**config.mk**
```make
export PLATFORM = sky130hd
export DESIGN_NAME = word_adder
export DESIGN_NICKNAME = d
export VERILOG_FILES = /design/src/rtl/word_adder.sv
export SDC_FILE = /design/constraint.sdc
export NUM_CORES = 1
export LEC_CHECK = 0
export CELL_PAD_IN_SITES_DETAIL_PLACEMENT = 0
export CELL_PAD_IN_SITES_GLOBAL_PLACEMENT = 1
export CORE_MARGIN = 5
export CORE_UTILIZATION = 42
export DETAILED_ROUTE_END_ITERATION = 16
export PLACE_DENSITY = 0.82
export SLEW_MARGIN = 15
export SYNTH_ARGS = -nofsm -noshare
export SYNTH_HDL_FRONTEND = slang
export SYNTH_SLANG_ARGS = --single-unit
export TNS_END_PERCENT = 20
```
**constraint.sdc**
```tcl
create_clock -name clk -period 5.8 [get_ports clk]
set_input_delay 1.45 -clock clk [delete_from_list [all_inputs] [get_ports clk]]
set_output_delay 1.45 -clock clk [all_outputs]
set_load 0.02 [all_outputs]
```
**src/rtl/word_adder.sv**
```systemverilog
// Dictionary header writer: scans a null-terminated TIB name and appends link, length and name at HERE.
// Optional DICT_CF_EN adds a cf port and writes a 16-bit code field after the name.
module word_adder #(
  parameter int unsigned ASZ  = 17,
  parameter int unsigned DSZ  = 8,
  parameter int unsigned NMAX = 31
) (
  input  logic           clk,
  input  logic           rst,
  input  logic           en,
  input  logic [ASZ-1:0] aw,
  input  logic [15:0]    lfa_i,
  input  logic [ASZ-1:0] here_i,
`ifdef DICT_CF_EN
  input  logic [15:0]    cf,
`endif
  output logic [ASZ-1:0] ma,
  output logic           we,
  output logic [DSZ-1:0] vo,
  input  logic [DSZ-1:0] vi,
  output logic           bsy,
  output logic           done,
  output logic           err,
  output logic [ASZ-1:0] lfa_o,
  output logic [ASZ-1:0] here_o
);

  localparam int unsigned NW = $clog2(NMAX + 1);

  typedef enum logic [3:0] {
    IDLE, RD, CHK, LNK0, LNK1, WR, LEN, CF0, CF1, DONE
  } state_t;

  state_t         st;
  logic [ASZ-1:0] aw_r;
  logic [ASZ-1:0] here_r;
  logic [15:0]    lnk_r;
  logic [NW-1:0]  n;
  logic [DSZ-1:0] ch;
`ifdef DICT_CF_EN
  logic [15:0]    cf_r;
`endif
  logic [ASZ-1:0] pfa_c;

  // Address of the next name byte; after the last name byte it is the parameter field.
  assign pfa_c = here_r + ASZ'(3) + ASZ'(n);

  always_ff @(posedge clk or posedge rst) begin
    if (rst) begin
      st     <= IDLE;
      aw_r   <= '0;
      here_r <= '0;
      lnk_r  <= '0;
      n      <= '0;
      ch     <= '0;
`ifdef DICT_CF_EN
      cf_r   <= '0;
`endif
      ma     <= '0;
      we     <= 1'b0;
      vo     <= '0;
      bsy    <= 1'b0;
      done   <= 1'b0;
      err    <= 1'b0;
      lfa_o  <= '0;
      here_o <= '0;
    end else begin
      we   <= 1'b0;
      done <= 1'b0;
      case (st)
        IDLE: begin
          if (en) begin
            aw_r   <= aw;
            lnk_r  <= lfa_i;
            here_r <= here_i;
`ifdef DICT_CF_EN
            cf_r   <= cf;
`endif
            err    <= 1'b0;
            n      <= '0;
            bsy    <= 1'b1;
            ma     <= aw;
            st     <= RD;
          end
        end
        RD: st <= CHK;
        CHK: begin
          ch <= vi;
          if (vi == '0 && n == '0) begin
            err  <= 1'b1;
            done <= 1'b1;
            st   <= DONE;
          end else if (vi == '0 || n == NW'(NMAX)) begin
            // Terminator found, or name hit NMAX and is truncated.
            err <= (vi != '0);
            ma  <= here_r + ASZ'(2);
            vo  <= DSZ'(n);
            we  <= 1'b1;
            st  <= LEN;
          end else if (n == '0) begin
            ma <= here_r;
            vo <= DSZ'(lnk_r[7:0]);
            we <= 1'b1;
            st <= LNK0;
          end else begin
            ma <= pfa_c;
            vo <= vi;
            we <= 1'b1;
            st <= WR;
          end
        end
        LNK0: begin
          ma <= here_r + ASZ'(1);
          vo <= DSZ'(lnk_r[15:8]);
          we <= 1'b1;
          st <= LNK1;
        end
        LNK1: begin
          ma <= pfa_c;
          vo <= ch;
          we <= 1'b1;
          st <= WR;
        end
        WR: begin
          n  <= n + NW'(1);
          ma <= aw_r + ASZ'(n) + ASZ'(1);
          st <= RD;
        end
`ifdef DICT_CF_EN
        LEN: begin
          ma <= pfa_c;
          vo <= DSZ'(cf_r[15:8]);
          we <= 1'b1;
          st <= CF0;
        end
        CF0: begin
          ma <= pfa_c + ASZ'(1);
          vo <= DSZ'(cf_r[7:0]);
          we <= 1'b1;
          st <= CF1;
        end
        CF1: begin
          done   <= 1'b1;
          lfa_o  <= here_r;
          here_o <= pfa_c + ASZ'(2);
          st     <= DONE;
        end
`else
        LEN: begin
          done   <= 1'b1;
          lfa_o  <= here_r;
          here_o <= pfa_c;
          st     <= DONE;
        end
`endif
        DONE: begin
          bsy <= 1'b0;
          st  <= IDLE;
        end
        default: st <= IDLE;
      endcase
    end
  end

endmodule

```
==> run_results.csv, run 1 <==
group,metric,value,unit
logic_synthesis,yosys_warnings,0,
worst_hold_path,hold_path_class,"reg -> reg",
sta,post-route-period-util,63.48,%
critical_path,path_cells,"clkdlybuf4s50_1 -> or4_4 -> nor2_4 -> a311o_1 -> a221o_1 -> a211oi_1 -> a31oi_1",
routing,routed_wl,24190,um
critical_path,r2r-end,"ma[15]",
logic_synthesis,syn_inst,816,
floorplanning,io_pins,124,
critical_path,worst-setup-path-type,"in -> reg",
sta,min_period,3.682,ns
sta,hold_viol_final,0,
critical_path,cp_slowest_cell,"a311o_1",
clock_network,cts_tree,"yes",
place,dp_hpwl,17140,um
critical_path,max_stage_delay,0.80,ns
pwr,vdd_ir_drop_max,0.0003043,V
logic_synthesis,netlist_area,7712,sq um
clock_network,numClockSinks,130,
logic_synthesis,synthFlopType,"dfrtp_1",
final_layout,final_area,9622,sq um
global_routing,overflow,0,
logic_synthesis,synth_nets,899,
sta,whs,0.4758,ns
sta,finalSetupViolCount,0,
clock_network,htreeDepth,4,
worst_hold_path,hold_depth,2,
logic_synthesis,seq_area_frac_synth,42.18,%
critical_path,startpoint_type,"input pin",
sta,finalSetupTns,0,ns
floorplanning,die_x,145.5,um
clock_network,cts_root_buf,"clkbuf_16",
global_routing,grt_pass1_vias,6484,
global_routing,antenna_found_initial,0,
critical_path,end_kind,"flop",
sta,worst_pin_slew,0.9927,ns
sta,max_freq,271.6,MHz
floorplanning,start_util,42.79,%
critical_path,r2r_cells,12,
routing,drt_iter0_drc,619,
pwr,powerDensity,615.7,nW/um^2
place,dpl_cell_area,9051,sq um
final_layout,final_cell_mix,"nand2_1, dfrtp_1, clkdlybuf4s50_1, mux2_2, o21ai_0",
logic_synthesis,synth_edf_count,0,
final_layout,final_util,53.38,%
logic_synthesis,ys_types,76,
critical_path,crit_fanout,21,
final_layout,drive_above_1_share,13.48,%
logic_synthesis,synth-seq-cells,130,
routing,drc_errors,0,
job,maxCapViolCount,0,
global_routing,grtUsageTotal,22.83,%
critical_path,r2r_slack,2.35,ns
place,io_buffers,123,
critical_path,required,6.15,ns
global_routing,grt_pass1_wl,38360,um
sta,final_max_slew_viol_count,0,
final_layout,final_common_cell,"nand2_1",
routing,dr.pass1.iters,5,
critical_path,cp_top_family,"compound AO/OA/AOI/OAI gates",
final_layout,fin_nets,998,
clock_network,cts-hold-fix-buffers,0,
floorplanning,die_y,145.5,um
logic_synthesis,synth.avg_cell_area,9.451,sq um
sta,maxSlewHeadroom,33.82,%
final_layout,n_antenna_cell,0,
clock_network,post-cts-setup-buffers,0,
critical_path,path_buf_inv,1,
clock_network,cts_buffers,17,
routing,wl_per_cell,20.92,um
critical_path,cp.arrival,4.03,ns
critical_path,timing.rr.start,"here_r[0]",
clock_network,clock_latency,0.43,ns
routing,viasPerCell,5.797,
routing,antenna_left,0,
routing,via_count,6701,
global_routing,grt_max_degree,67,
sta,clock_skew,0.01130,ns
clock_network,clockBufferDepth,2,
outcome,outcome,"finished, final reports clean",
final_layout,area_growth,24.76,%
floorplanning,die_area,21170,sq um
clock_network,cts_resized,0,
place,place_congestion,0.9416,
sta,rsz0062_at_grt,"false",
floorplanning,core,18020,sq um
floorplanning,rows,49,
worst_hold_path,min_to,"ch[0]",
clock_network,clk_pin_slew,0.06,ns
worst_hold_path,hp-start,"ch[0]",
pwr,leakage,4.006,nW
logic_synthesis,async_flop_share,100.0,%
==> power breakdown <==
part / switching (mW) / internal, mW / total (mW)
Combinational: 1.63 / 1.35 / 2.98
Clock: 0.423 / 0.622 / 1.04
Sequential: 0.546 / 1.35 / 1.90
==> per-layer routing <==
layer	track usage (%)	wire length [um]	vias to the layer above
met5	0	0	-
met4	6.017	355	0
met3	6.633	2064	27
met2	32.96	10490	292
met1	33.56	11280	3238
li1	-	-	3144
==> through the flow <==
step / setup WS (ns) / power (mW) / std cells
2_1_floorplan: 0.8807 / 3.748 / 816
3_3_place_gp: 1.722 / 4.810 / 1125
3_5_place_dp: 1.695 / 4.846 / 1125
4_1_cts: 2.133 / 5.912 / 1156
5_1_grt: 1.942 / 6.307 / 1156
6_report: 2.118 / 5.924 / 1156
==> kinds of logic after synthesis <==
kind of cell / count (synthesis) / synth area share, %
AOI/OAI and AO/OA: 200 / 17.80
adders and majority gates: 22 / 3.764
xor gates and xnor gates: 47 / 5.338
DFF: 130 / 42.18
muxes: 64 / 9.247
buffers and inverters: 73 / 4.559
and+or+nand+nor: 280 / 17.12
==> tightest hold or removal path, stage by stage, from the launching register on <==
cell     delay, ns
dfrtp_1       0.34
nand2_1       0.05
nand2_1       0.05
==> flip-flops by register name, summed over array words and instances, names as in the netlist <==
name and count:
err 1, bsy 1, here_o 17, st 4, n 5, ch 8
done 1, lnk_r 16, here_r 17, aw_r 17, ma 17, lfa_o 17
we 1, vo 8
==> final cells by class <==
class	count	area, sq um
inverter	20	77.57
multi-input combinational	613	4128
clock buffer	20	466.7
clock inverter	11	103.9
sequential	130	3253
tap	229	286.5
timing repair buffer	133	1306
fill	1698	8403
==> worst max path at each step <==
stage               start      end  slack, ns  cells after the start
floorplan             rst  aw_r[0]       0.88                      1
global placement    vi[4]   ma[11]       1.72                      7
detailed placement  vi[4]   ma[11]       1.69                      7
CTS                 vi[4]   ma[11]       2.13                      7
global route        vi[4]   ma[11]       1.94                      7
finish              vi[4]   ma[11]       2.12                      7
==> synth_stat cells (all sizes together) (6+ instances only) <==
master	n	area, sq um
xnor2	27	236.5
nand2	150	565.6
dfrtp	130	3253
a211oi	8	60.06
a21oi	39	225.2
nand2b	7	43.79
a31oi	8	50.05
ha	20	250.2
nor2b	7	43.79
o211ai	13	102.6
nand3	24	120.1
mux2	58	653.1
o22ai	7	43.79
inv	20	75.07
xor2	20	175.2
o21ai	61	320.3
nor2	34	142.6
clkbuf	26	108.9
a22oi	6	45.04
a221o	10	100.1
nand4	10	62.56
buf	27	167.6
nor3	21	115.1
and3	7	43.79
mux2i	6	60.06
No activity file was read; power rests on OpenSTA's default activity.
==> run 2: changes to the inputs <==
==> constraint.sdc (replaced) <==
create_clock -name clk -period 3.85 [get_ports clk]
set_input_delay 0.9625 -clock clk [delete_from_list [all_inputs] [get_ports clk]]
set_output_delay 0.9625 -clock clk [all_outputs]
set_load 0.02 [all_outputs]
==> run_results.csv, run 2 (synthesis results as in run 1) <==
group,metric,value,unit
clock_network,clock_latency,0.43,ns
routing,wl_met3,2176,um
critical_path,cp_slowest_cell,"dfrtp_1",
critical_path,end_kind,"flop",
global_routing,grt_max_degree,68,
global_routing,antenna_found_initial,0,
routing,via_count,6814,
critical_path,cp_top_family,"compound AO/OA/AOI/OAI gates",
worst_hold_path,hold_depth,2,
critical_path,startpoint_type,"flop",
routing,antenna_left,0,
clock_network,clockBufferDepth,2,
routing,routed_wl,24460,um
floorplanning,io_pins,124,
clock_network,cts_tree,"yes",
sta,worst_pin_slew,1.049,ns
clock_network,cts_buffers,17,
sta,min_period,3.286,ns
critical_path,path_cells,"inv_1 -> ha_1 -> inv_1 -> ha_1 -> inv_1 -> fa_1 -> nor2b_1 -> o211a_1 -> o211ai_1 -> xor2_1 -> o221ai_1 -> o32a_1",
routing,dr.pass1.iters,5,
critical_path,worstSetupPathDepth,12,
sta,maxSlewHeadroom,29.55,%
clock_network,cts-hold-fix-buffers,0,
floorplanning,rows,49,
place,dp_hpwl,17610,um
floorplanning,die_area,21170,sq um
final_layout,final_cell_mix,"nand2_1, dfrtp_1, clkdlybuf4s50_1, mux2_2, o21ai_0",
place,place_congestion,1.018,
clock_network,post-cts-setup-buffers,0,
floorplanning,die_y,145.5,um
routing,wl_per_cell,20.92,um
critical_path,path_buf_inv,3,
critical_path,worst-setup-path-type,"reg -> reg",
place,dpl_cell_area,9160,sq um
clock_network,clk_pin_slew,0.06,ns
job,maxCapViolCount,0,
routing,drt_iter0_drc,616,
place,io_buffers,123,
routing,wl_met2,10460,um
critical_path,cp.arrival,3.59,ns
floorplanning,die_x,145.5,um
critical_path,required,4.16,ns
sta,post-route-period-util,85.35,%
final_layout,area_growth,26.44,%
sta,finalSetupTns,0,ns
sta,final_max_slew_viol_count,0,
sta,clock_skew,0.009699,ns
routing,drc_errors,0,
critical_path,max_stage_delay,0.48,ns
pwr,p_total,9.053,mW
sta,rsz0062_at_grt,"false",
critical_path,r2r_cells,12,
sta,max_freq,304.3,MHz
final_layout,final_area,9752,sq um
clock_network,cts_root_buf,"clkbuf_16",
outcome,outcome,"finished, final reports clean",
global_routing,grt_pass1_vias,6707,
global_routing,overflow,0,
global_routing,grt_pass1_wl,39140,um
routing,met1Wirelength,11380,um
sta,hold_viol_final,0,
pwr,powerDensity,928.4,nW/um^2
clock_network,cts_resized,0,
final_layout,instances_no_fill,1169,
pwr,vdd_ir_drop_max,0.0004781,V
pwr,leakage,4.069,nW
routing,highest_layer,"met4",
routing,viasPerCell,5.829,
critical_path,crit_fanout,8,
clock_network,numClockSinks,130,
global_routing,grtUsageTotal,23.17,%
floorplanning,core,18020,sq um
final_layout,fin_nets,1009,
sta,finalSetupViolCount,0,
final_layout,final_common_cell,"nand2_1",
critical_path,crit_top_cell,"inv_1",
place,dpl.cell_count,1136,
final_layout,drive_above_1_share,14.38,%
worst_hold_path,hold_path_class,"reg -> reg",
clock_network,htreeDepth,4,
floorplanning,start_util,42.79,%
## run 2: worst register-to-register path: cells and delay by family (launching register included)
family / cells / cell delay [ns]
buffers and inverters: 3 / 0.31
adder cells (fa/ha/maj): 3 / 0.90
AND/OR/NAND/NOR: 1 / 0.17
AO/OA/AOI/OAI: 4 / 0.99
flip-flops: 1 / 0.48
XOR/XNOR: 1 / 0.33
## run 2: area by class of cell
class	instances	area, sq um
fill	1668	8273
antenna	1	2.502
clock inverter	11	128.9
timing repair buffer	144	1414
sequential	130	3253
tap	229	286.5
multi-input combinational	613	4128
clock buffer	21	460.4
inverter	20	78.83
## run 2: final timing paths
check                           startpoint         to  slack [ns]
worst max-delay path             here_r[1]     ma[15]        0.56
worst min-delay path              lfa_o[6]   lfa_o[6]        0.48
worst max register to register   here_r[1]     ma[15]        0.56
worst min register to register    lfa_o[6]   lfa_o[6]        0.48
max in group asynchronous              rst   lnk_r[1]        2.50
min in group asynchronous              rst  lfa_o[11]        0.77
## run 2: through the flow
step / hold WS, ns / worst slack (ns) / utilization (%)
floorplan: 0.4465 / 1.199 / -
global placement: 0.4593 / 0.4408 / 50.82
detailed placement: 0.4632 / 0.4147 / 50.82
CTS: 0.4794 / 0.6480 / 54.09
global route: 0.4914 / 0.4178 / 54.09
finish: 0.4762 / 0.5639 / 54.10
## run 2: metal layers
layer | up-vias | track usage [%]
li1 | 3158 | -
met5 | - | 0
met2 | 328 | 33.26
met4 | 0 | 6.670
met1 | 3290 | 34.37
met3 | 38 | 6.166
## run 2: power breakdown
group / internal (mW) / switching (mW)
combinational: 2.07 / 2.51
clock: 0.991 / 0.634
sequential: 2.04 / 0.809
